===== config.mk =====
export PLATFORM = sky130hd
export DESIGN_NAME = pix_pack_240_flat
export DESIGN_NICKNAME = d
export VERILOG_FILES = /design/src/rtl/pix_pkg.sv /design/src/rtl/pix_pack_240_if.sv /design/src/rtl/pix_pack_240.sv /design/src/flat_wrapper.sv
export SDC_FILE = /design/constraint.sdc
export NUM_CORES = 1
export LEC_CHECK = 0
export ABC_AREA = 0
export ABC_CLOCK_PERIOD_IN_PS = 3000
export BUFFER_PORTS_ARGS = -buffer_cell sky130_fd_sc_hd__buf_2
export CAP_MARGIN = 15
export CORE_MARGIN = 2
export CORE_UTILIZATION = 40
export CTS_CLUSTER_DIAMETER = 150
export CTS_CLUSTER_SIZE = 30
export DETAILED_ROUTE_END_ITERATION = 16
export PLACE_DENSITY = 0.66
export SETUP_SLACK_MARGIN = 0.2
export SYNTH_ARGS = -nofsm -noshare
export SYNTH_HDL_FRONTEND = slang
export SYNTH_SLANG_ARGS = --single-unit

===== constraint.sdc =====
create_clock -name clk -period 3 [get_ports clk]
set_clock_uncertainty 0.05 [all_clocks]
set_input_delay 0.15 -clock clk [delete_from_list [all_inputs] [get_ports clk]]
set_output_delay 0.15 -clock clk [all_outputs]
set_load 0.02 [all_outputs]

===== src/rtl/pix_pkg.sv =====
// Shared pixel/word definitions for the 240-bit pixel buffer path.
package pix_pkg;

  localparam int unsigned PIX_WIDTH      = 24;
  localparam int unsigned PIX_PER_WORD   = 10;
  localparam int unsigned WORD_WIDTH     = PIX_WIDTH * PIX_PER_WORD;
  localparam int unsigned DROP_CNT_WIDTH = 16;
  localparam int unsigned SLOT_WIDTH     = $clog2(PIX_PER_WORD);
  localparam int unsigned SHAMT_WIDTH    = $clog2(WORD_WIDTH);

  // RGB888 pixel, red in the most significant byte
  typedef struct packed {
    logic [7:0] r;
    logic [7:0] g;
    logic [7:0] b;
  } pixel_t;

  typedef logic [WORD_WIDTH-1:0]     word_t;
  typedef logic [DROP_CNT_WIDTH-1:0] drop_cnt_t;

endpackage


===== src/rtl/pix_pack_240_if.sv =====
// Pixel input, FIFO write side and overflow status of the pixel packer.
interface pix_pack_240_if;
  import pix_pkg::*;

  logic      pix_vld;
  pixel_t    pix_data;
  logic      pix_sof;
  logic      pix_eol;
  logic      wr_en;
  word_t     wr_data;
  logic      wr_vld;
  logic      ovf_clr;
  logic      ovf;
  drop_cnt_t drop_cnt;

  // Packer side
  modport slave (
    input  pix_vld, pix_data, pix_sof, pix_eol, wr_vld, ovf_clr,
    output wr_en, wr_data, ovf, drop_cnt
  );

  // Pixel source / FIFO / control side
  modport master (
    output pix_vld, pix_data, pix_sof, pix_eol, wr_vld, ovf_clr,
    input  wr_en, wr_data, ovf, drop_cnt
  );

endinterface


===== src/rtl/pix_pack_240.sv =====
// Packs ten 24-bit pixels LSB-first into a 240-bit FIFO word, with a hold
// register to ride out FIFO backpressure and a saturating dropped-word count.
module pix_pack_240
  import pix_pkg::*;
(
  input  logic           clk,
  input  logic           rst_n,
  pix_pack_240_if.slave  bus
);

  word_t                  r_acc;
  logic [SLOT_WIDTH-1:0]  r_slot;
  word_t                  r_hold;
  logic                   r_hold_vld;
  logic                   r_ovf;
  drop_cnt_t              r_drop_cnt;

  logic [SLOT_WIDTH-1:0]  w_slot_eff;
  logic [SHAMT_WIDTH-1:0] w_shamt;
  word_t                  w_word;
  logic                   w_complete;
  logic                   w_drain;
  logic                   w_load;
  logic                   w_drop;

  // Merge the incoming pixel into the word; sof restarts from an empty word.
  // Slots above the current one are always zero, so OR-ing is sufficient.
  always_comb begin
    w_slot_eff = bus.pix_sof ? '0 : r_slot;
    w_shamt    = SHAMT_WIDTH'(w_slot_eff) * SHAMT_WIDTH'(PIX_WIDTH);
    w_word     = (bus.pix_sof ? '0 : r_acc)
               | (WORD_WIDTH'(bus.pix_data) << w_shamt);
    w_complete = bus.pix_vld
               & (bus.pix_eol | (w_slot_eff == SLOT_WIDTH'(PIX_PER_WORD - 1)));
    w_drain    = r_hold_vld & bus.wr_vld;
    w_load     = w_complete & (~r_hold_vld | w_drain);
    w_drop     = w_complete & r_hold_vld & ~bus.wr_vld;
  end

  // Accumulator and slot pointer; cleared on every completion, kept or dropped
  always_ff @(posedge clk or negedge rst_n) begin
    if (!rst_n) begin
      r_acc  <= '0;
      r_slot <= '0;
    end else if (bus.pix_vld) begin
      if (w_complete) begin
        r_acc  <= '0;
        r_slot <= '0;
      end else begin
        r_acc  <= w_word;
        r_slot <= w_slot_eff + SLOT_WIDTH'(1);
      end
    end
  end

  // Hold register: refilled in the same cycle it drains, so no bubble
  always_ff @(posedge clk or negedge rst_n) begin
    if (!rst_n) begin
      r_hold     <= '0;
      r_hold_vld <= 1'b0;
    end else if (w_load) begin
      r_hold     <= w_word;
      r_hold_vld <= 1'b1;
    end else if (w_drain) begin
      r_hold_vld <= 1'b0;
    end
  end

  // Sticky overflow flag and saturating drop counter; a drop beats a clear
  always_ff @(posedge clk or negedge rst_n) begin
    if (!rst_n) begin
      r_ovf      <= 1'b0;
      r_drop_cnt <= '0;
    end else if (w_drop) begin
      r_ovf <= 1'b1;
      if (bus.ovf_clr) begin
        r_drop_cnt <= DROP_CNT_WIDTH'(1);
      end else if (!(&r_drop_cnt)) begin
        r_drop_cnt <= r_drop_cnt + DROP_CNT_WIDTH'(1);
      end
    end else if (bus.ovf_clr) begin
      r_ovf      <= 1'b0;
      r_drop_cnt <= '0;
    end
  end

  assign bus.wr_en    = r_hold_vld & bus.wr_vld;
  assign bus.wr_data  = r_hold;
  assign bus.ovf      = r_ovf;
  assign bus.drop_cnt = r_drop_cnt;

endmodule


===== src/flat_wrapper.sv =====
// flat-port wrapper written by rule: the top's interface ports become plain ports
module pix_pack_240_flat import pix_pkg::*;
  (clk, rst_n, bus_pix_vld, bus_pix_data, bus_pix_sof, bus_pix_eol, bus_wr_vld, bus_ovf_clr, bus_wr_en, bus_wr_data, bus_ovf, bus_drop_cnt);
  pix_pack_240_if bus_i ();
  input  logic clk;
  input  logic rst_n;
  input wire logic [$bits(bus_i.pix_vld)-1:0] bus_pix_vld;
  input wire logic [$bits(bus_i.pix_data)-1:0] bus_pix_data;
  input wire logic [$bits(bus_i.pix_sof)-1:0] bus_pix_sof;
  input wire logic [$bits(bus_i.pix_eol)-1:0] bus_pix_eol;
  input wire logic [$bits(bus_i.wr_vld)-1:0] bus_wr_vld;
  input wire logic [$bits(bus_i.ovf_clr)-1:0] bus_ovf_clr;
  output wire logic [$bits(bus_i.wr_en)-1:0] bus_wr_en;
  output wire logic [$bits(bus_i.wr_data)-1:0] bus_wr_data;
  output wire logic [$bits(bus_i.ovf)-1:0] bus_ovf;
  output wire logic [$bits(bus_i.drop_cnt)-1:0] bus_drop_cnt;
  assign bus_i.pix_vld = bus_pix_vld;
  assign bus_i.pix_data = bus_pix_data;
  assign bus_i.pix_sof = bus_pix_sof;
  assign bus_i.pix_eol = bus_pix_eol;
  assign bus_i.wr_vld = bus_wr_vld;
  assign bus_i.ovf_clr = bus_ovf_clr;
  assign bus_wr_en = bus_i.wr_en;
  assign bus_wr_data = bus_i.wr_data;
  assign bus_ovf = bus_i.ovf;
  assign bus_drop_cnt = bus_i.drop_cnt;
  pix_pack_240 u_core (.clk(clk), .rst_n(rst_n), .bus(bus_i));
endmodule

==> impl_metrics.toml <==
[detailed_routing]
antenna_left = 0
dr.pass1.iters = 6
vias_per_cell = 5.886
wl_per_cell_um = 22.61
drt_iter0_drc = 2060
drc_errors = 0
vias = 19050
drt-total-wl_um = 73180

[timing]
tightest_slew_ns = 0.9986
post-route-period-util_pct = 93.09
timing.final.hold_violations = 0
rsz0062_at_grt = "true"
finalSetupViolCount = 0
maxSlewViolCount = 0
fin_crit_ns = 2.793
fmax_mhz = 358.1
final.setup.tns_ns = 0
max-slew-margin-rel_pct = 33.14

[synthesis]
yosysSeqAreaShare_pct = 57.48
ys.flop_type = "dfrtp_1"
yosys_warnings = 0
synth.distinct_cells = 73
ys_async_sr_fraction_pct = 100.0
synthCells = 2235
avgSynthCellArea_sq_um = 9.778
syn_nets = 2269
synth_edf_count = 0
synth.cell_area_sq_mm = 0.02185
yosys_register_bits = 502

[power]
p_switching_uw = 4751
switching_share_pct = 33.01
peakVddDrop_mv = 0.3704
seqPwrFrac_pct = 53.8
internal_power_uw = 9641
p_per_area_mw_per_mm2 = 556.8
p_clk_share_pct = 23.4
p_leak_uw = 0.01166
combPwrFrac_pct = 22.8

[critical_path]
crit_arrival_ns = 3.23
crit_required_ns = 3.44
critPathLaunchType = "flip-flop"
end_kind = "flip-flop"
path_max_fanout = 18
critPathKind = "reg2reg"

[cts]
path_clk_slew_ns = 0.13
clk_latency_ns = 0.58
cts_tree = "done"
cts_made_buffers = 20
max-clock-path-buffers = 3
cts_root_buffer = "clkbuf_16"
cts.sinks = 502
htree_levels = 1

[placement]
port_buffers = 288
dpl.hpwl_um = 49890
placed_area_sq_mm = 0.02465
placed_cells = 3170
gp_congestion = 0.8842

[finish]
fillerInstances = 5039
syn_to_final_growth_pct = 18.28
num-nets-final = 2570
finalNonFillerCells = 3237
fin_area_sq_mm = 0.02585
final_core_util_pct = 47.94
ff_latch_area_sq_mm = 0.01256
drive_above_1_share_pct = 21.65
multi_input_area_sq_mm = 0.008695

[grt]
track_usage_pct = 25.31
grt_max_degree = 81
antenna_found_initial = 8
grt_pass1_vias = 18240
grt_pass1_wl_um = 111300
grt_overflow = 0

[floorplan]
core_sq_mm = 0.05392
rows = 85
dieArea_sq_mm = 0.05652
io_pins = 289
die_h_um = 237.7
die_w_um = 237.7
initial_core_util_pct = 40.53

[run]
cap_violations = 0

[worst_hold_path]
hp-class = "in2reg"

[outcome]
outcome = "finished, final reports clean"
## cells by family (layout without fill, tap and decap cells)
family,Yosys count,in the layout,synth area share (%)
AO/OA/AOI/OAI,764,764,22.16
AND/OR/NAND/NOR,718,719,14.03
flip-flops,502,502,57.48
buffers and inverters,200,500,3.819
multiplexers,33,33,1.706
XOR/XNOR,15,15,0.6356
adder cells (fa/ha/maj),3,3,0.1718
other,0,5,0
## registers in the layout (all words and copies together), names as in the netlist
register	flops
u_core.r_slot	4
u_core.bus.drop_cnt	16
u_core.r_hold_vld	1
u_core.bus.ovf	1
u_core.r_acc	240
u_core.bus.wr_data	240
## power groups by stage
| stage | clock (uW) | combinational, uW | sequential [uW] |
|---|---|---|---|
| after floorplan | 0 | 1170 | 8360 |
| after global placement | 0 | 3150 | 7850 |
| after detailed placement | 0 | 3190 | 7860 |
| after CTS | 3450 | 3240 | 7740 |
| after global routing | 3690 | 3530 | 7800 |
| final | 3370 | 3280 | 7740 |
## path summary, 6_finish.rpt
| path | end | cells after the start | startpoint | slack, ns |
|---|---|---|---|---|
| setup reg to reg | u_core.bus.wr_data[70] | 10 | u_core.r_slot[1] | 0.21 |
| hold / removal | u_core.bus.wr_data[11] | 3 | bus_pix_data[11] | 0.02 |
| min in group asynchronous | u_core.bus.wr_data[168] | 2 | rst_n | 0.10 |
| setup / recovery | u_core.bus.wr_data[70] | 10 | u_core.r_slot[1] | 0.21 |
| hold reg to reg | u_core.bus.wr_data[168] | 2 | u_core.bus.wr_data[168] | 0.44 |
| max in group asynchronous | u_core.bus.wr_data[72] | 3 | rst_n | 1.91 |
## cells in the final DEF (no fill, tap or decap), drive strengths merged, types with 17 or more instances in the layout
cell and n:
dfrtp 502, buf 436, nor2 333, o21ai 238
nand2 237, a21oi 206, o22ai 82, a221oi 78
a22o 73, nand3 60, o211ai 23, nand2b 23
mux2i 23, clkbuf 22, dlygate4sd3 22, inv 20
a22oi 17
## final cells by class
type,instances,share of cell area [%]
Antenna cell,5,0.04841
Clock buffer,21,2.033
Clock inverter,1,0.03388
Inverter,19,0.2953
Multi-Input combinational cell,1534,33.64
Sequential cell,502,48.60
Tap cell,696,3.369
Timing Repair Buffer,459,11.99
## cells in the mapped netlist (16+ instances only)
cell type / number / area, sq um
a21oi_1: 204 / 1021
a221oi_1: 78 / 683.2
a22o_1: 73 / 639.4
a22oi_1: 17 / 127.6
buf_2: 34 / 170.2
clkbuf_1: 127 / 476.7
dfrtp_1: 502 / 12560
inv_1: 18 / 67.56
mux2i_1: 17 / 170.2
nand2_1: 236 / 885.9
nand2b_1: 22 / 137.6
nand3_1: 60 / 300.3
nor2_1: 331 / 1242
o211ai_1: 22 / 165.2
o21ai_0: 197 / 986.0
o21ai_1: 25 / 125.1
o21ai_2: 16 / 140.1
o22ai_1: 82 / 513.0
## critical path, cell delays in order (launching register included)
cell and delay [ns]:
dfrtp_1 0.40, buf_6 0.17, xnor2_2 0.14, nor2_1 0.12, ha_2 0.25, nor2_2 0.05
mux2_4 0.29, a221o_2 0.45, clkbuf_16 0.22, mux2_4 0.35, o22ai_1 0.20
## repair_timing
item / CTS / global route
pin swaps: 2 / 10
hold buffers: 22 / 0
buffers inserted: 8 / 7
gates resized for setup: 3 / 61
hold endpoints to repair: 136 / 0
endpoints found under the setup margin: 156 / 250
cloned: 1 / 2
## layer usage
layer  up-vias  part of all wire [%]  GRT usage, %
met2       792                    44         38.06
met3       135                   8.2         5.470
met5         -                  0.10             0
met4        10                   3.8         8.691
li1       8539                     -             -
met1      9577                    43         36.26
## stage by stage
step / hold WS, ns / total power [uW] / setup WS, ns
final: 0.02380 / 14390 / 0.2074
after global routing: 0.02453 / 15020 / 0.1236
after CTS: 0.0001025 / 14420 / 0.1899
after detailed placement: 0.1337 / 11050 / 0.03002
after global placement: 0.1372 / 11000 / 0.09261
after floorplan: -0.1956 / 9524 / 0.2145
No activity file was read; power rests on OpenSTA's default activity.
